<file path="src/rtl/mem_access_pkg.sv">
// Shared types for the data-memory access path: request size encodings,
// controller FSM states and the default memory depth.
package mem_access_pkg;

    localparam int MEM_WORDS_DEFAULT = 32;

    typedef enum logic [1:0] {
        SZ_BYTE = 2'b00,
        SZ_HALF = 2'b01,
        SZ_WORD = 2'b10,
        SZ_BAD  = 2'b11
    } size_t;

    typedef enum logic [1:0] {
        ST_IDLE = 2'd0,
        ST_RD   = 2'd1,
        ST_WR   = 2'd2,
        ST_RESP = 2'd3
    } state_t;

endpackage

</file>
<file path="src/rtl/mem_lane_align.sv">
// Combinational lane handling for 32-bit little-endian words: extracts and
// extends a load lane, and merges store data into a read-back word.
module mem_lane_align
    import mem_access_pkg::*;
(
    input  logic [31:0] word,
    input  logic [1:0]  lane,
    input  size_t       size,
    input  logic        is_signed,
    input  logic [31:0] wdata,
    output logic [31:0] load_data,
    output logic [31:0] merged_word
);

    logic [7:0]  byte_sel;
    logic [15:0] half_sel;

    assign byte_sel = word[{lane, 3'b000} +: 8];
    assign half_sel = lane[1] ? word[31:16] : word[15:0];

    always_comb begin
        case (size)
            SZ_BYTE: load_data = {{24{is_signed & byte_sel[7]}}, byte_sel};
            SZ_HALF: load_data = {{16{is_signed & half_sel[15]}}, half_sel};
            default: load_data = word;
        endcase
    end

    // Each byte lane either keeps the read-back byte or takes the matching store byte.
    genvar gi;
    generate
        for (gi = 0; gi < 4; gi++) begin : g_lane
            localparam logic [1:0] LANE = 2'(gi);
            logic       hit;
            logic [7:0] src;

            assign hit = (size == SZ_WORD)
                      || (size == SZ_BYTE && lane == LANE)
                      || (size == SZ_HALF && lane[1] == LANE[1]);
            assign src = (size == SZ_BYTE) ? wdata[7:0]
                       : (size == SZ_HALF) ? wdata[8*(gi%2) +: 8]
                       : wdata[8*gi +: 8];
            assign merged_word[8*gi +: 8] = hit ? src : word[8*gi +: 8];
        end
    endgenerate

endmodule

</file>
<file path="src/rtl/data_mem_access_ctrl.sv">
// Core-side load/store controller for a word-addressed data memory; sub-word
// stores are read-modify-write, every transaction ends with a one-cycle response.
module data_mem_access_ctrl
    import mem_access_pkg::*;
#(
    parameter int MEM_WORDS = MEM_WORDS_DEFAULT,
    parameter int DATA_W    = 32
) (
    input  logic              clk,
    input  logic              reset,
    input  logic              req_valid,
    output logic              req_ready,
    input  logic              req_write,
    input  logic [1:0]        req_size,
    input  logic              req_signed,
    input  logic [31:0]       req_addr,
    input  logic [DATA_W-1:0] req_wdata,
    output logic              resp_valid,
    output logic [DATA_W-1:0] resp_rdata,
    output logic              resp_error,
    output logic [31:0]       mem_address,
    output logic [DATA_W-1:0] mem_write_data,
    output logic              mem_write,
    input  logic [DATA_W-1:0] mem_read_data
);

    localparam logic [29:0] WORD_LIMIT = 30'(MEM_WORDS);

    state_t            state_reg, state_next;
    logic              write_reg;
    size_t             size_reg;
    logic              signed_reg;
    logic [1:0]        lane_reg;
    logic [DATA_W-1:0] wdata_reg;

    logic              accept, req_error;
    logic [31:0]       load_data, merged_word;
    logic              resp_valid_next, resp_error_next, mem_write_next;
    logic [DATA_W-1:0] resp_rdata_next, mem_write_data_next;
    logic [31:0]       mem_address_next;

    assign req_ready = (state_reg == ST_IDLE) && !reset;
    assign accept    = req_valid && req_ready;

    assign req_error = (req_size == SZ_BAD)
                    || (req_size == SZ_HALF && req_addr[0])
                    || (req_size == SZ_WORD && req_addr[1:0] != 2'b00)
                    || (req_addr[31:2] >= WORD_LIMIT);

    mem_lane_align u_align (
        .word        (mem_read_data),
        .lane        (lane_reg),
        .size        (size_reg),
        .is_signed   (signed_reg),
        .wdata       (wdata_reg),
        .load_data   (load_data),
        .merged_word (merged_word)
    );

    always_ff @(posedge clk or posedge reset) begin
        if (reset) begin
            state_reg      <= ST_IDLE;
            write_reg      <= 1'b0;
            size_reg       <= SZ_BYTE;
            signed_reg     <= 1'b0;
            lane_reg       <= 2'b00;
            wdata_reg      <= '0;
            mem_address    <= '0;
            mem_write_data <= '0;
            mem_write      <= 1'b0;
            resp_valid     <= 1'b0;
            resp_rdata     <= '0;
            resp_error     <= 1'b0;
        end else begin
            state_reg      <= state_next;
            mem_address    <= mem_address_next;
            mem_write_data <= mem_write_data_next;
            mem_write      <= mem_write_next;
            resp_valid     <= resp_valid_next;
            resp_rdata     <= resp_rdata_next;
            resp_error     <= resp_error_next;
            if (accept) begin
                write_reg  <= req_write;
                size_reg   <= size_t'(req_size);
                signed_reg <= req_signed;
                lane_reg   <= req_addr[1:0];
                wdata_reg  <= req_wdata;
            end
        end
    end

    always_comb begin
        state_next = state_reg;
        case (state_reg)
            ST_IDLE: begin
                if (accept) begin
                    if (req_error)                            state_next = ST_RESP;
                    else if (req_write && req_size == SZ_WORD) state_next = ST_WR;
                    else                                      state_next = ST_RD;
                end
            end
            ST_RD:   state_next = write_reg ? ST_WR : ST_RESP;
            ST_WR:   state_next = ST_RESP;
            default: state_next = ST_IDLE;
        endcase
    end

    // Outputs are computed one state ahead so they leave the block registered.
    always_comb begin
        mem_address_next    = mem_address;
        mem_write_data_next = mem_write_data;
        mem_write_next      = 1'b0;
        resp_valid_next     = 1'b0;
        resp_rdata_next     = '0;
        resp_error_next     = 1'b0;
        case (state_reg)
            ST_IDLE: begin
                if (accept) begin
                    mem_address_next = {2'b00, req_addr[31:2]};
                    if (req_error) begin
                        resp_valid_next = 1'b1;
                        resp_error_next = 1'b1;
                    end else if (req_write && req_size == SZ_WORD) begin
                        mem_write_next      = 1'b1;
                        mem_write_data_next = req_wdata;
                    end
                end
            end
            ST_RD: begin
                if (write_reg) begin
                    mem_write_next      = 1'b1;
                    mem_write_data_next = merged_word;
                end else begin
                    resp_valid_next = 1'b1;
                    resp_rdata_next = load_data;
                end
            end
            ST_WR:   resp_valid_next = 1'b1;
            default: ;
        endcase
    end

endmodule

</file>
<file path="config.mk">
export PLATFORM = sky130hd
export DESIGN_NAME = data_mem_access_ctrl
export DESIGN_NICKNAME = d
export VERILOG_FILES = /design/src/rtl/mem_access_pkg.sv /design/src/rtl/mem_lane_align.sv /design/src/rtl/data_mem_access_ctrl.sv
export SDC_FILE = /design/constraint.sdc
export NUM_CORES = 1
export LEC_CHECK = 0
export CAP_MARGIN = 20
export CORE_ASPECT_RATIO = 1.5
export CORE_MARGIN = 5
export CORE_UTILIZATION = 51
export DETAILED_ROUTE_END_ITERATION = 8
export GPL_TIMING_DRIVEN = 0
export PLACE_DENSITY = 0.89
export SLEW_MARGIN = 30
export SYNTH_ARGS = -nofsm -noshare
export SYNTH_HDL_FRONTEND = slang
export SYNTH_SLANG_ARGS = --single-unit
export TNS_END_PERCENT = 100
</file>
<file path="constraint.sdc">
create_clock -name clk -period 6.4 [get_ports clk]
set_input_delay 0.96 -clock clk [delete_from_list [all_inputs] [get_ports clk]]
set_output_delay 0.96 -clock clk [all_outputs]
set_load 0.01 [all_outputs]
</file>
==> impl_metrics.tcl <==
set metrics [dict create \
    fin_crit_sh 0.498 \
    grt_usage 0.277 \
    root_buffer "clkbuf_16" \
    cts_num_sinks 137 \
    critPathMaxStageDelay_ns 0.57 \
    place_ws_ns 3.00 \
    critPathArrivalTime_ns 2.23 \
    ff2ff_path_depth 7 \
    critPathKind "in -> out" \
    min_period_ns 3.19 \
    hold_path_depth 1 \
    grt_pass1_wl_um 33400 \
    power_leakage_uw 0.00437 \
    setup_viol 0 \
    crit_path_end_kind "primary output" \
    status "finished, final reports clean" \
    grt-ovfl-total 0 \
    cpMostUsedCell "clkdlybuf4s50_1" \
    slowest_stage "clkdlybuf4s50_1" \
    cts_tree "done" \
    fillers 892 \
    synth-edff-count 0 \
    yosys_warnings 0 \
    drive_gt1_frac 0.195 \
    cp.depth 3 \
    cts.clk_slew.worst_paths_ns 0.06 \
    p_switching_uw 1740 \
    synth_cells 569 \
    hold_path.class "reg -> reg" \
    die_width_um 104 \
    dr.first_iter.drc_count 389 \
    synth_area_leader_cell "dfrtp_1" \
    comb_power_share 0.485 \
    routabilityCongestion 0.892 \
    drc 0 \
    hpwlAfterDp_um 16500 \
    vias 5602 \
    wl_um 21800 \
    syn_area_um2 6730 \
    cts_buffers 17 \
    nNetsFinal 897 \
    wl_per_cell_um 22.7 \
    initial_core_util 0.520 \
    layout_commonest_cell "clkdlybuf4s50_1" \
    hold_viol_final 0 \
    layout_common_cells "200 x clkdlybuf4s50_1, 137 x dfrtp_1, 76 x mux2_2" \
    port_buffers 200 \
    synthFlopType "dfrtp_1" \
    synth_cell_types 49 \
    die_h_um 151 \
    vdd_drop_max_v 0.000292 \
    synth_top_area_share 0.509 \
    post_cts_buffers 0 \
    vias_per_cell 5.83 \
    ys_ff_latch 137 \
    drv_cap 0 \
    tightest_slew_ns 0.692 \
    areaGrowthSynthToFinish_pct 41.8 \
    antenna_cells 0 \
    io_pins 203 \
    seq_area_frac_synth 0.509 \
    holdBufCountCts 0 \
    fin_skew_ns 0.00738 \
    die_area_um2 15600 \
    fmax_mhz 314 \
    setup_ws_ns 3.21 \
    worst-path-max-fanout 2 \
    maxSlewHeadroom 0.538 \
    rows 51 \
    antenna_found_initial 0 \
    fin_util 0.737 \
    power_density_nw_per_um2 505 \
    slew_viol_final 0 \
    avgSynthCellArea_um2 11.8 \
    grt_pass1_vias 6118 \
    core_um2 13000 \
    async_flop_share 1.00 \
    rsz0062_at_grt "no" \
    drtAntennaViolNets 0 \
    cp_num_buf_inv 2 \
    htreeDepth 4 \
    p_int_uw 3070 \
    worstPathCellList "clkdlybuf4s50_1 -> nor2b_1 -> clkdlybuf4s50_1" \
    clkLatencyLatePin_ns 0.42 \
    clk_path_buf_depth 2 \
    netlist_top_cells_area "dfrtp_1 51%, mux2_2 13%, mux2i_1 6.4%" \
    grt_max_degree 87 \
    first_pass_iters 5 \
    post_cts_resized 0 \
    critPathLaunchType "primary input" \
    pwr-share-clk 0.199 \
    p_seq_frac 0.316 \
    swShare 0.362 \
    critical-path-top-delay-family "buffers and inverters" \
    cp.required_ns 5.44 \
]
==> worst reg2reg max path, stage by stage, from the launching register on <==
cell and delay (ns):
dfrtp_1 0.42, inv_1 0.10, ha_1 0.15, buf_2 0.21, clkbuf_1 0.47, clkbuf_1 0.51, mux2i_1 0.38, mux2i_1 0.14
==> logic make-up (layout without fill, tap and decap cells) <==
group / Yosys count / count (layout) / share of synthesized area
adder cells (fa/ha/maj): 4 / 4 / 0.00743
other: 1 / 2 / 0.000557
buffers and inverters: 78 / 310 / 0.0544
flip-flops: 137 / 137 / 0.509
multiplexers: 142 / 142 / 0.243
AND/OR/NAND/NOR: 99 / 99 / 0.0714
AO/OA/AOI/OAI: 108 / 108 / 0.114
==> final timing paths <==
path / startpoint / endpoint / slack [ns]
setup / recovery: reset / req_ready / 3.21
hold / removal: mem_write_data[0] / mem_write_data[0] / 0.49
setup reg to reg: state_reg[1] / mem_write_data[23] / 3.88
hold reg to reg: mem_write_data[0] / mem_write_data[0] / 0.49
max in group asynchronous: reset / mem_write_data[0] / 4.68
min in group asynchronous: reset / mem_address[28] / 1.05
==> cells in the mapped netlist (5+ instances only) <==
library cell and count:
mux2i_1 43, inv_1 39, a22oi_1 7, nor2_1 27, buf_1 6, a2bb2oi_1 7
o21ai_0 19, buf_2 8, a21oi_1 35, dfrtp_1 137, nand2_1 32, a221oi_1 8
buf_4 5, and3_1 8, mux2_2 76, a222oi_1 7, buf_6 6, nand3_1 10
o221ai_1 8, mux2_4 21, clkbuf_1 13, nor4_1 5
==> stage by stage <==
step / cell area, um^2 / std cells / setup TNS, ns / power [uW] / hold slack [ns]
after global routing: 9550 / 961 / 0 / 5050 / 0.504
after floorplan: 6740 / 570 / 0 / 2830 / 0.467
after CTS: 9550 / 961 / 0 / 4820 / 0.497
after global placement: 8940 / 929 / -22.55 / 3750 / 0.488
after detailed placement: 8970 / 930 / 0 / 3840 / 0.484
final: 9550 / 961 / 0 / 4820 / 0.490
==> metal layers <==
metal | GRT usage | part of all wire | vias to the layer above
met3 | 0.0837 | 0.085 | 85
li1 | - | - | 2472
met4 | 0.169 | 0.062 | 0
met1 | 0.293 | 0.34 | 2707
met2 | 0.483 | 0.51 | 338
met5 | 0 | 0 | -
==> power by group through the flow <==
stage / sequential (uW) / combinational (uW) / clock, uW
final: 1520 / 2340 / 958
after global routing: 1560 / 2490 / 1000
after CTS: 1510 / 2340 / 965
after detailed placement: 1520 / 2310 / 0
after global placement: 1500 / 2250 / 0
after floorplan: 1560 / 1270 / 0
==> area by class of cell <==
type,count,area [um^2],share of cell area
flip-flops and latches,137,3430,0.359
well taps,159,199,0.0208
plain buffers,38,216,0.0227
multi-input cells,355,2940,0.308
clock inverters,11,125,0.0131
clock buffers,20,447,0.0468
repair buffers,201,2030,0.213
inverters,40,158,0.0165
No activity file was read; power rests on OpenSTA's default activity.
